## config.mk

```make
export PLATFORM = sky130hd
export DESIGN_NAME = uart_block_sequencer
export DESIGN_NICKNAME = d
export VERILOG_FILES = /design/src/rtl/uart_seq_pkg.sv /design/src/rtl/seq_block_fifo.sv /design/src/rtl/uart_block_sequencer.sv
export SDC_FILE = /design/constraint.sdc
export NUM_CORES = 1
export LEC_CHECK = 0
export CAP_MARGIN = 15
export CORE_AREA = 4 4 177 179
export DETAILED_ROUTE_END_ITERATION = 6
export DIE_AREA = 0 0 181 183
export GPL_TIMING_DRIVEN = 0
export HOLD_SLACK_MARGIN = 0.15
export PLACE_DENSITY = 0.88
export SLEW_MARGIN = 25
export SYNTH_ARGS = -nofsm -noshare
export SYNTH_HDL_FRONTEND = slang
export SYNTH_SLANG_ARGS = --single-unit
```

## constraint.sdc

```tcl
create_clock -name clk -period 17.1 [get_ports clk]
set_clock_uncertainty 0.2 [all_clocks]
set_input_delay 4.275 -clock clk [delete_from_list [all_inputs] [get_ports clk]]
set_output_delay 4.275 -clock clk [all_outputs]
set_load 0.02 [all_outputs]
```

## src/rtl/uart_seq_pkg.sv

```systemverilog
// Shared types for the UART block sequencer.
// UART_SEQ_CHECKSUM_EN adds a trailing XOR byte per block.
package uart_seq_pkg;

    typedef enum logic [1:0] {
        IDLE = 2'd0,
        LOAD = 2'd1,
        WAIT = 2'd2,
        SEND = 2'd3
    } seq_state_t;

    localparam int BYTE_CNT_W = 4;

`ifdef UART_SEQ_CHECKSUM_EN
    localparam int BYTES_PER_BLOCK = 9;

    function automatic logic [7:0] xor_bytes(
        input logic [63:0] w
    );
        logic [7:0] x;
        x = '0;
        for (int i = 0; i < 8; i++) begin
            x = x ^ w[i*8 +: 8];
        end
        return x;
    endfunction
`else
    localparam int BYTES_PER_BLOCK = 8;
`endif

endpackage

```

## src/rtl/seq_block_fifo.sv

```systemverilog
// Block buffer between the RX assembler and the sequencer.
// Pushes while full are dropped here; the caller flags them.
module seq_block_fifo #(
    parameter int DEPTH = 4,
    parameter int W     = 64
) (
    input  logic                       clk,
    input  logic                       reset,
    input  logic                       push,
    input  logic [W-1:0]               push_data,
    input  logic                       pop,
    output logic [W-1:0]               pop_data,
    output logic [$clog2(DEPTH):0]     count,
    output logic                       full,
    output logic                       empty
);

    localparam int AW = $clog2(DEPTH);

    logic [W-1:0]  mem [DEPTH];
    logic [AW-1:0] wr_ptr;
    logic [AW-1:0] rd_ptr;
    logic [AW:0]   count_q;
    logic          do_push;
    logic          do_pop;

    assign full    = (count_q == (AW+1)'(DEPTH));
    assign empty   = (count_q == '0);
    assign do_push = push && !full;
    assign do_pop  = pop && !empty;

    always_ff @(posedge clk or posedge reset) begin
        if (reset) begin
            wr_ptr  <= '0;
            rd_ptr  <= '0;
            count_q <= '0;
        end else begin
            if (do_push) wr_ptr <= wr_ptr + 1'b1;
            if (do_pop)  rd_ptr <= rd_ptr + 1'b1;
            unique case ({do_push, do_pop})
                2'b10:   count_q <= count_q + 1'b1;
                2'b01:   count_q <= count_q - 1'b1;
                default: count_q <= count_q;
            endcase
        end
    end

    always_ff @(posedge clk) begin
        if (do_push) mem[wr_ptr] <= push_data;
    end

    assign pop_data = mem[rd_ptr];
    assign count    = count_q;

endmodule

```

## src/rtl/uart_block_sequencer.sv

```systemverilog
// Buffers RX blocks, runs each through the core, serialises results to TX.
// UART_SEQ_CHECKSUM_EN appends an XOR checksum byte to every block.
module uart_block_sequencer
    import uart_seq_pkg::*;
#(
    parameter int DEPTH       = 4,
    parameter int TIMEOUT_CYC = 65535
) (
    input  logic                     clk,
    input  logic                     reset,
    input  logic                     in_valid,
    input  logic [63:0]              in_data,
    output logic                     core_start,
    output logic [63:0]              core_data,
    input  logic                     core_done,
    input  logic [63:0]              core_result,
    output logic                     tx_en,
    output logic [7:0]               tx_data,
    input  logic                     tx_busy,
    output logic [$clog2(DEPTH):0]   fifo_level,
    output logic                     overflow,
    output logic                     timeout_err,
    output logic [1:0]               seq_state
);

    localparam int TW = $clog2(TIMEOUT_CYC + 1);

    seq_state_t            state_q, state_d;
    logic [TW-1:0]         cnt_q, cnt_d;
    logic [63:0]           shift_q, shift_d;
    logic [BYTE_CNT_W-1:0] byte_cnt_q, byte_cnt_d;
    logic                  tx_en_d, core_start_d, timeout_d;
    logic [7:0]            tx_data_d;
    logic [63:0]           core_data_d;
    logic                  overflow_q;
    logic                  pop;
    logic [63:0]           head;
    logic                  fifo_full;
    logic                  fifo_empty;
`ifdef UART_SEQ_CHECKSUM_EN
    logic [7:0]            csum_q, csum_d;
`endif

    seq_block_fifo #(
        .DEPTH (DEPTH),
        .W     (64)
    ) u_fifo (
        .clk       (clk),
        .reset     (reset),
        .push      (in_valid),
        .push_data (in_data),
        .pop       (pop),
        .pop_data  (head),
        .count     (fifo_level),
        .full      (fifo_full),
        .empty     (fifo_empty)
    );

    always_comb begin
        state_d      = state_q;
        cnt_d        = '0;
        shift_d      = shift_q;
        byte_cnt_d   = byte_cnt_q;
        tx_en_d      = 1'b0;
        tx_data_d    = tx_data;
        core_start_d = 1'b0;
        core_data_d  = core_data;
        timeout_d    = 1'b0;
        pop          = 1'b0;
`ifdef UART_SEQ_CHECKSUM_EN
        csum_d       = csum_q;
`endif
        unique case (state_q)
            IDLE: begin
                if (!fifo_empty) state_d = LOAD;
            end
            LOAD: begin
                core_start_d = 1'b1;
                core_data_d  = head;
                pop          = 1'b1;
                state_d      = WAIT;
            end
            WAIT: begin
                if (core_done) begin
                    shift_d    = core_result;
                    byte_cnt_d = '0;
`ifdef UART_SEQ_CHECKSUM_EN
                    csum_d     = xor_bytes(core_result);
`endif
                    state_d    = SEND;
                end else if (cnt_q == TW'(TIMEOUT_CYC - 1)) begin
                    timeout_d = 1'b1;
                    state_d   = IDLE;
                end else begin
                    cnt_d = cnt_q + 1'b1;
                end
            end
            SEND: begin
                // tx_en high now means a byte went out last cycle
                if (!tx_busy && !tx_en) begin
                    tx_en_d   = 1'b1;
                    tx_data_d = shift_q[63:56];
`ifdef UART_SEQ_CHECKSUM_EN
                    if (byte_cnt_q == BYTE_CNT_W'(8)) tx_data_d = csum_q;
`endif
                    shift_d    = {shift_q[55:0], 8'h00};
                    byte_cnt_d = byte_cnt_q + 1'b1;
                    if (byte_cnt_q == BYTE_CNT_W'(BYTES_PER_BLOCK - 1))
                        state_d = IDLE;
                end
            end
            default: state_d = IDLE;
        endcase
    end

    always_ff @(posedge clk or posedge reset) begin
        if (reset) begin
            state_q     <= IDLE;
            cnt_q       <= '0;
            shift_q     <= '0;
            byte_cnt_q  <= '0;
            tx_en       <= 1'b0;
            tx_data     <= '0;
            core_start  <= 1'b0;
            core_data   <= '0;
            timeout_err <= 1'b0;
            overflow_q  <= 1'b0;
`ifdef UART_SEQ_CHECKSUM_EN
            csum_q      <= '0;
`endif
        end else begin
            state_q     <= state_d;
            cnt_q       <= cnt_d;
            shift_q     <= shift_d;
            byte_cnt_q  <= byte_cnt_d;
            tx_en       <= tx_en_d;
            tx_data     <= tx_data_d;
            core_start  <= core_start_d;
            core_data   <= core_data_d;
            timeout_err <= timeout_d;
            overflow_q  <= overflow_q | (in_valid & fifo_full);
`ifdef UART_SEQ_CHECKSUM_EN
            csum_q      <= csum_d;
`endif
        end
    end

    assign overflow  = overflow_q;
    assign seq_state = state_q;

endmodule
```

Word-level counts from Yosys, hierarchy flattened --
Memory sizes are Yosys's and may differ from the RTL's. A register that Yosys moved wholly into a read port is not among the register bits. Index checks and enable logic that the tools add are counted.
Cells by class: bitwise logic cells 2, mux-type cells 24, add/subtract/negate cells 6, eq/ne operators 13, reduce and logical (&&, ||, !) cells 14
Operators with widths (number):
- $mux 64 | 2
- $pmux 64 s2 | 1
- $mux 16 | 3
- $add 16x1->16 const B | 1
- $eq 16x16->1 const B | 1
- $mux 2 | 5
- $mux 1 | 8
- $mux 4 | 2
- $ne 2x2->1 const B | 4
- $pmux 2 s4 | 1
- $pmux 4 s2 | 1
- $eq 2x2->1 const B | 3
- $pmux 3 s2 | 1
- $add 2x1->2 const B | 2
- $add 4x1->4 const B | 1
- $eq 2x1->1 const B | 2
- $eq 4x3->1 const B | 1
- $logic_not 1->1 | 4
- $reduce_and 4->1 | 1
- $reduce_bool 2->1 | 2
- $add 3x1->3 const B | 1
- $eq 3x3->1 const B | 1
- $logic_and 1x1->1 | 3
- $logic_not 3->1 | 1
- 7 further kinds | 7
Word-level totals: bits in registers 105, output and inout bits 81, bits in writable memories 256, memories kept 1
Memories:
- u_fifo.mem | words 4, width 64, read ports 1, clocked after Yosys merged registers in 1, wr ports 1, RTL line seq_block_fifo.sv:20 | logic [W-1:0] mem [DEPTH];

Logic depth before layout (Yosys ltp) --
Gate-level depths: netlist of run 1.
word-level depth 5, depth in mapped cells 10

Cells and area by module --
From an unflattened synthesis of run 1, not the netlist that was laid out.
Second synthesis, totals: cells, all modules 897, area total of the unflattened synthesis 16351.9 um2
By module, submodules not included:
- seq_block_fifo | instances 1, cells each 372, area an instance 9659.3 um2
- uart_block_sequencer | instances 1, cells each 525, area an instance 6692.7 um2

Worst setup path before layout of run 1 --
No wires, ideal clock.
path type in2reg, start input in_valid, end memory u_fifo.mem[0][0], enable pin, library setup time 0.429 ns, path slack 10.266 ns, cell stages on the path 2, arrival time 6.205 ns, required time 16.471 ns, path through a21boi_1 -> and2_1
Between the ends: cells in the longest elaborated chain, start to end 3
RTL lines:
- start, declared | RTL line uart_block_sequencer.sv:11 | input logic in_valid,
- $logic_and 1x1->1 | RTL line seq_block_fifo.sv:29 | assign do_push = push && !full;
- $mux 1 | RTL line seq_block_fifo.sv:49 | if (do_push) mem[wr_ptr] <= push_data;
- $mux 1 (not written as such) | RTL line seq_block_fifo.sv:49
- end, declared | RTL line seq_block_fifo.sv:20
Every way passes these cells.

Worst setup path after layout of run 1 --
start input in_valid, end memory u_fifo.mem[2][52], enable pin
Same word-level chain as after synthesis.

==> results of run 1 <==
## layout make-up
type	count	share of cell area
Sequential cell	425	0.578
Clock buffer	63	0.0622
Buffer	47	0.0141
Clock inverter	15	0.00856
Inverter	10	0.00219
Tap cell	390	0.0237
Timing Repair Buffer	218	0.109
Multi-Input combinational cell	425	0.202
## power breakdown
| part | internal [mW] | switching [mW] |
|---|---|---|
| registers | 1.40 | 0.142 |
| clock network | 0.567 | 0.378 |
| logic | 0.621 | 0.636 |
## path summary, 6_finish.rpt
| check | from | to | slack (ps) |
|---|---|---|---|
| max | in_valid | u_fifo.mem[2][52] | 10800 |
| min | shift_q[27] | shift_q[27] | 270 |
| max reg2reg | seq_state[0] | u_fifo.count[2] | 14300 |
| min reg2reg | shift_q[27] | shift_q[27] | 270 |
| max in group asynchronous | reset | shift_q[33] | 11770 |
| min in group asynchronous | reset | core_data[59] | 4070 |
## cell usage in the layout (no fill, tap or decap), types with 7 or more instances in the layout
cell / count
a22o_1: 9
buf_2: 17
buf_4: 10
clkbuf_1: 16
clkbuf_16: 44
clkbuf_8: 11
clkdlybuf4s50_1: 213
dfrtp_1: 169
edfxtp_1: 256
ha_1: 8
inv_1: 9
mux2_2: 73
mux2i_1: 57
mux4_2: 64
nand2_1: 66
nor2_1: 26
o21ai_0: 54
xnor2_1: 15
xor2_1: 7
## registers in the layout (all words and copies together), names as in the netlist, 2 cells and up
signal	count
u_fifo.mem	256
core_data	64
shift_q	64
cnt_q	16
tx_data	8
byte_cnt_q	4
u_fifo.count	3
seq_state	2
u_fifo.rd_ptr	2
u_fifo.wr_ptr	2
## per-layer routing
| layer | global-route usage | vias up | part of all wire |
|---|---|---|---|
| met2 | 0.366 | 297 | 0.51 |
| met3 | 0.0577 | 73 | 0.076 |
| met5 | 0 | - | 0.0010 |
| met4 | 0.0555 | 6 | 0.025 |
| li1 | - | 3996 | - |
| met1 | 0.278 | 4656 | 0.39 |
## logic make-up (layout without fill, tap and decap cells)
| kind of cell | Yosys count | count (layout) |
|---|---|---|
| simple gates | 128 | 128 |
| flops | 425 | 425 |
| compound gates | 72 | 72 |
| xor+xnor | 22 | 22 |
| mux | 194 | 194 |
| fa+ha+maj | 9 | 9 |
| buf+inv | 57 | 353 |
## critical path, delay by kind of cell
| kind | cells | cell delay [ps] |
|---|---|---|
| buffers and inverters | 2 | 810 |
| AO/OA/AOI/OAI | 1 | 580 |
| AND/OR/NAND/NOR | 1 | 610 |
==> impl_results.md, run 1 <==
- Final setup fails: 0
- Synth Area in Compound Gates: 0.0246
- Hold Crit Class: flip-flop to flip-flop
- Critical Path Sink Type: flip-flop
- Max Root-Sink Buffers: 3
- Worst R2R Path Depth: 10
- Clk sinks: around 430
- Number of I/O port buffers: 213
- Crit Path Class: primary input to flip-flop
- Area of the multi-input gates: about 0.0042 mm^2
- Startpoint Class: primary input
- Via Count: approximately 9,000
- Crit path cell chain: clkdlybuf4s50_1 > a21boi_1 > and2_4 > buf_12
- Syn avg cell area: around 18 um^2
- Max-slew violation count: 0
- HPWL after DPL: roughly 23,000 um
- Seq/Total Area, Yosys: 0.727
- Max Fclk: roughly 0.16 GHz
- Post_cts resized: 0
- Mapped Nets: 1,049
- Hold Path Depth: 2
- Slowest stage delay, CP: approximately 610 ps
- P&R area growth vs syn: 25.7%
- # IOs: 214
- Final net count: about 1,300
- Layout cells sized above 1: 0.213
- Avg WL per Cell: about 22 um
- Ys Warns: 0
- Area share of fa/ha/maj cells after synthesis: 0.00732
- Initial core utilization: 0.555
- H-tree depth: 2
- Rows: 63
- Most frequent cell after synthesis: edfxtp_1
- Largest net degree at the start of global routing: 90
- Total wire length: ~35,000 um
- RSZ-0062 raised after global routing: false
- Register clock-pin slew on the reported worst setup and hold paths: roughly 60 ps
- Global-route wire length before repair: around 56,000 um
- Vias in the first global route: approximately 9,900
- Fillers: 1,885
- Post-synth top area share: 0.469
- Synth Instances: approximately 910
- DIE WIDTH: ~180 um
- Top cells by count, synth: edfxtp_1 (256), dfrtp_1 (169), mux2_2 (73)
- Final Power: between 3 and 4 mW
- Status: finished, final reports clean
- Most area-hungry cell type in the Yosys netlist: edfxtp_1
- Total grt overflow: 0
- Worst vdd ir: about 0.16 mV
- Chip height: 183 um
- Post-synth cell types: 40
- Placed Area: between 0.015 and 0.02 mm^2
- Cell Area, Synth: between 0.015 and 0.02 mm^2
- Post-synth EDFFs: approximately 260
- XOR/XNOR Fraction of Synth Area: 0.0117
- Leakage Power: approximately 7.7 nW
- Fin Setup TNS: 0 ps
- Top FF cell, synth: edfxtp_1
- Relative slew slack: 0.542
- Worst Path Max Fanout: 35
- Max-Cap Viols: 0
- DRT iter0 DRCs: ~540
- Area contributors post-synth: edfxtp_1 (47%), dfrtp_1 (26%), mux4_2 (8.8%), mux2_2 (5.0%), mux2i_1 (3.5%)
- Drt drc: 0
- CTS tree: done
- Setup Buffers After CTS: 0
- Share of the core filled with cells: 0.697
- Worst path slowest cell: and2_4
- Post-route ant nets: 0
- CTS buffer count: 42
- Initial antenna violation count: 3
- Via density: approximately 5.7
- # hold bufs at CTS: 0
- CP arrival: 6320 ps
- #FFs+latches synth: approximately 430
- Fraction of registers with async set/reset: 0.398
- Gr usage total: 0.214
- Hold slack final: about 270 ps
- Dpl cells: roughly 1,500
- GP Congestion: roughly 0.81
- Fin cells: 1,593
- Final instance area: a little over 0.02 mm^2
- Largest family of logic cells by synthesized area: multiplexers
- Final worst slack: 10,800 ps
- Final worst path period need: 6300 ps
- Drt pass-1 iters: 5
- Place WS: 10,260 ps
- CTS root buf: clkbuf_16
- PwrDens: between 150 and 200 mW/mm^2
- Core area: approximately 0.03 mm^2
- Worst Tran Pin Value: around 690 ps
- Simple logic cell fraction of the synthesized area: 0.0368
- Final period utilization: 0.368
- Die footprint: 0.0331 mm^2
- Sequential cell area: around 0.012 mm^2
- Diodes inserted: 0
- Clk Latency, worst-skew pair: roughly 540 ps
- Mux contribution to synthesized area: 0.173
- Final Hold Viols: 0
- Req. time, crit path: about 17,000 ps
Power figures use the tool's default switching activity.
==> run 2, diff against run 1 <==
CORE_AREA = 4 4 187 189   (was 4 4 177 179)
DIE_AREA = 0 0 191 193   (was 0 0 181 183)
PLACE_DENSITY = 0.83   (was 0.88)
clock period = 5.2 ns   (was 17.1 ns; I/O delays follow)
==> run 2 against run 1 <==
Net effect:
- die area is 11% higher
- flip-flop and latch count stayed put
- sequential share of layout area is 0.68 points lower
- combinational power grew to 3.3 times the previous value
- critical endpoint is now u_fifo.mem[0][4]
- largest cell class unchanged
- power grew to 3.3 times the previous value
- cell count is 4.2% higher
- routed wire length is 1.1% higher
- sequential power grew to 3.3 times the previous value
- clock-buffer cell count is 6 lower
- design area is 1.2% higher
- first-iteration DRC count is 22% lower
==> impl_results.md, run 2 (same netlist as run 1, synthesis figures left out) <==
- Total wire length: roughly 35,000 um
- Chip height: 193 um
- Startpoint Class: primary input
- Largest net degree at the start of global routing: 45
- Register clock-pin slew on the reported worst setup and hold paths: 60 ps
- CP arrival: roughly 3300 ps
- Worst Path Max Fanout: 36
- Drt drc: 0
- Seq pwr share: 0.408
- Vias in the first global route: a little under 10,000
- Max Root-Sink Buffers: 3
- Clock power frac: 0.256
- Req. time, crit path: between 5000 and 6000 ps
- HPWL after DPL: 23,100 um
- P&R area growth vs syn: 27.2%
- H-tree depth: 2
- Placed Area: ~0.019 mm^2
- CTS tree: done
- Via density: between 5 and 6
- Most frequent cells in the layout: edfxtp_1 (256), clkdlybuf4s50_1 (213), dfrtp_1 (169)
- Via Count: between 8,000 and 9,000
- Post-route ant nets: 0
- Final setup fails: 0
- Net Sw Power: between 3 and 4 mW
- Number of flip-flops under the largest register name: about 260
- Gate power share: 0.336
- Final instance area: around 0.021 mm^2
- Final worst path period need: 3240 ps
- CTS buffer count: 44
- Rows: 67
- Worst Tran Pin Value: around 700 ps
- # hold bufs at CTS: 0
- Top flop regs: u_fifo.mem (256), core_data (64), shift_q (64)
- Total grt overflow: 0
- Global-route wire length before repair: roughly 55,000 um
- Worst vdd ir: around 0.48 mV
- Layout cells sized above 1: 0.214
- Max-slew violation count: 0
- Post_cts resized: 0
- Status: finished, final reports clean
- Share of the core filled with cells: 0.627
- Drt pass-1 iters: 4
- Hold Crit Class: flip-flop to flip-flop
- Avg WL per Cell: ~21 um
- P_int: ~8.5 mW
- Max Fclk: 0.309 GHz
- Max-Cap Viols: 0
- Core area: about 0.033 mm^2
- GP Congestion: roughly 0.79
- Relative slew slack: 0.539
- Initial core utilization: 0.493
- Number of I/O port buffers: roughly 210
- Dpl cells: ~1,600
- Diodes inserted: 0
- Leakage Power: approximately 7.8 nW
- Commonest non-fill, non-tap cell in the layout: edfxtp_1
- Critical Path Sink Type: flip-flop
- Switching Share: 0.311
- Final Hold Viols: 0
- Final period utilization: 0.623
- Fin cells: between 1,500 and 2,000
- Crit Path Class: primary input to flip-flop
- RSZ-0062 raised after global routing: false
- DRT iter0 DRCs: ~420
- Biggest register: u_fifo.mem
- Clk Latency, worst-skew pair: around 550 ps
- DIE WIDTH: about 190 um
- Gr usage total: 0.192
- PwrDens: just under 600 mW/mm^2
- # IOs: 214
- Die footprint: between 0.03 and 0.04 mm^2
- Initial antenna violation count: 1
- Setup Buffers After CTS: 0
- Clk sinks: between 400 and 500
- CTS root buf: clkbuf_16
- Final Power: 12.4 mW
- Final net count: around 1,300
## run 2: power by group through the flow
stage | sequential, mW | clock [mW] | combinational, mW
3_3_place_gp | 5.10 | 0 | 4.03
4_1_cts | 5.06 | 3.25 | 4.25
6_report | 5.05 | 3.18 | 4.16
2_1_floorplan | 5.37 | 0 | 2.31
3_5_place_dp | 5.10 | 0 | 4.20
5_1_grt | 5.13 | 3.42 | 4.49
## run 2: critical path, cell delays in order
cell             delay [ps]
clkdlybuf4s50_1         480
a21boi_1                510
and2_4                  640
buf_12                  290
## run 2: cell type report
cell class / instances / area, um^2
Buffer: 47 / 292
Fill cell: 2325 / 12400
Sequential cell: 425 / 11900
Inverter: 10 / 41.3
Clock inverter: 24 / 304
Timing Repair Buffer: 224 / 2390
Tap cell: 448 / 561
Clock buffer: 57 / 1190
Multi-Input combinational cell: 425 / 4170
## run 2: stage by stage
stage,hold WS (ps),setup TNS (ps),setup WS [ps]
6_report,268,0,1960
5_1_grt,297,0,1800
4_1_cts,276,0,1960
3_5_place_dp,263,0,1410
3_3_place_gp,256,-144300,-534
2_1_floorplan,244,0,1340
## run 2: layer usage
| metal | up-vias | track usage | share of wire |
|---|---|---|---|
| li1 | 3990 | - | - |
| met1 | 4480 | 0.237 | 0.39 |
| met2 | 264 | 0.340 | 0.52 |
| met3 | 54 | 0.0540 | 0.071 |
| met4 | 2 | 0.0436 | 0.019 |
| met5 | - | 0 | 0.00037 |
## run 2: final timing paths
| check | slack [ps] | depth (start not counted) | end | startpoint |
|---|---|---|---|---|
| setup / recovery | 1960 | 4 | u_fifo.mem[0][4] | in_valid |
| hold / removal | 270 | 1 | overflow | overflow |
| setup reg to reg | 2410 | 10 | u_fifo.count[2] | seq_state[0] |
| hold reg to reg | 270 | 1 | overflow | overflow |
| max in group asynchronous | 3250 | 4 | core_data[19] | reset |
| min in group asynchronous | 900 | 2 | cnt_q[5] | reset |
==> run 3, diff against run 2 <==
clock period = 2.8 ns   (was 5.2 ns; I/O delays follow)
==> run 3 against run 2 <==
Net effect:
- flip-flop and latch count unchanged
- critical path depth is the same
- critical endpoint is now u_fifo.mem[1][53]
- clock power grew 82%
- global-route usage up 0.29 points
- sequential share of layout area increased by 0.21 points
- sequential power up 86%
- worst hold slack better by 9.4 ps
- cell count down 0.30%
- register-to-register slack worse by 2200 ps
==> impl_results.md, run 3 (same netlist as run 1, synthesis figures left out) <==
- Max Root-Sink Buffers: 3
- CTS tree: done
- Setup Buffers After CTS: 0
- Final net count: roughly 1,300
- CTS buffer count: 42
- Die footprint: 0.0369 mm^2
- Biggest register: u_fifo.mem
- CP arrival: approximately 2600 ps
- H-tree depth: 2
- Max-Cap Viols: 0
- Worst vdd ir: roughly 0.80 mV
- GP Congestion: about 0.8
- Relative slew slack: 0.524
- Post_cts resized: 2
- Via Count: approximately 8,900
- Global-route wire length before repair: ~55,000 um
- Core area: ~0.033 mm^2
- PwrDens: between 1000 and 1500 mW/mm^2
- Status: finished, final reports clean
- Hold Crit Class: flip-flop to flip-flop
- Total grt overflow: 0
- Drt pass-1 iters: 4
- Final Power: between 20 and 25 mW
- Leakage Power: just under 8 nW
- P&R area growth vs syn: 26.7%
- Hold slack final: between 200 and 300 ps
- Max Fclk: a little under 0.4 GHz
- DRT iter0 DRCs: 565
- Critical Path Sink Type: flip-flop
- CTS root buf: clkbuf_16
- Top flop regs: u_fifo.mem (256), core_data (64), shift_q (64)
- Initial core utilization: 0.493
- DIE WIDTH: approximately 190 um
- Sequential cell area: 0.0119 mm^2
- Final period utilization: 0.929
- Dpl cells: between 1,500 and 2,000
- Worst Path Max Fanout: 35
- Register clock-pin slew on the reported worst setup and hold paths: around 60 ps
- Req. time, crit path: roughly 2800 ps
- Avg WL per Cell: around 21 um
- Number of flip-flops under the largest register name: 256
- Final Hold Viols: 0
- Most frequent cells in the layout: edfxtp_1 (256), clkdlybuf4s50_1 (213), dfrtp_1 (169)
- Total wire length: around 35,000 um
- Chip height: ~190 um
- Number of I/O port buffers: between 200 and 250
- Fin Setup TNS: 0 ps
- Post-route ant nets: 0
- Buffers & Inverters on Critical Path: 2
- # hold bufs at CTS: 0
- Final setup fails: 0
- Max-slew violation count: 0
- RSZ-0062 raised after global routing: false
- # IOs: around 210
- Layout cells sized above 1: 0.213
- Worst Tran Pin Value: about 710 ps
- Gr usage total: 0.195
- Diodes inserted: 0
- Clk sinks: roughly 430
- Initial antenna violation count: 0
- Fin cells: 1,655
- Startpoint Class: primary input
- Vias in the first global route: between 9,000 and 10,000
- Rows: 67
- Clk Latency, worst-skew pair: approximately 520 ps
- Via density: between 5 and 6
- Drt drc: 0
- Slowest stage delay, CP: 590 ps
- Final worst path period need: ~2600 ps
- Crit Path Class: primary input to flip-flop
- Commonest non-fill, non-tap cell in the layout: edfxtp_1
- HPWL after DPL: about 23,000 um
- Largest net degree at the start of global routing: 41
- Fillers: between 2,000 and 2,500
- Crit path cell chain: clkdlybuf4s50_1 > a21boi_1 > and2_4 > buf_16
- Worst path slowest cell: and2_4
- CP top delay family: buffers and inverters
- Area of the multi-input gates: between 0.004 and 0.005 mm^2
[run 3: cell types whose count changed in the layout (fill, tap and decap cells not counted), sizes merged]
cell,before,now
buf,50,49
bufinv,5,6
clkbuf,65,63
clkinvlp,5,2
[run 3: worst reg2reg max path, stage by stage, from the launching register on]
cell and delay, ps:
dfrtp_1 360, buf_2 210, nor2b_4 230, buf_4 220
and2_1 230, ha_1 200, inv_1 60, fa_1 370
xor2_1 150, nor2_1 110, xor2_1 160
[run 3: final timing paths]
check	startpoint	to	slack, ps	depth (start not counted)
worst max-delay path	in_valid	u_fifo.mem[1][53]	200	4
worst min-delay path	shift_q[14]	shift_q[14]	280	2
worst max register to register	seq_state[0]	u_fifo.count[2]	230	10
worst min register to register	shift_q[14]	shift_q[14]	280	2
max in group asynchronous	reset	core_start	1050	5
min in group asynchronous	reset	core_data[63]	370	2
[run 3: layout make-up]
cell class	instances	area share
timing repair buffer	223	0.114
multi-input combinational	425	0.201
inverter	10	0.00199
sequential	425	0.573
clock buffer	55	0.0559
tap	448	0.0270
clock inverter	22	0.0128
buffer	47	0.0141
[run 3: per-layer routing]
metal | global-route usage | wire (um)
met3 | 0.0587 | 2680
met5 | 0 | 0
met1 | 0.243 | 14000
met4 | 0.0425 | 578
met2 | 0.340 | 18100
[run 3: through the flow]
| step | setup WS [ps] | cell area [um^2] | util |
|---|---|---|---|
| floorplan | -255 | 16400 | - |
| global placement | -1920 | 19100 | 0.574 |
| detailed placement | -342 | 19300 | 0.581 |
| CTS | 103 | 20800 | 0.624 |
| global route | 53.3 | 20800 | 0.624 |
| finish | 198 | 20800 | 0.624 |
[run 3: power by group]
part           switching [mW]  total (mW)  internal [mW]
Combinational            3.93        7.77           3.83
Sequential              0.833        9.39           8.55
Clock                    2.29        5.78           3.48
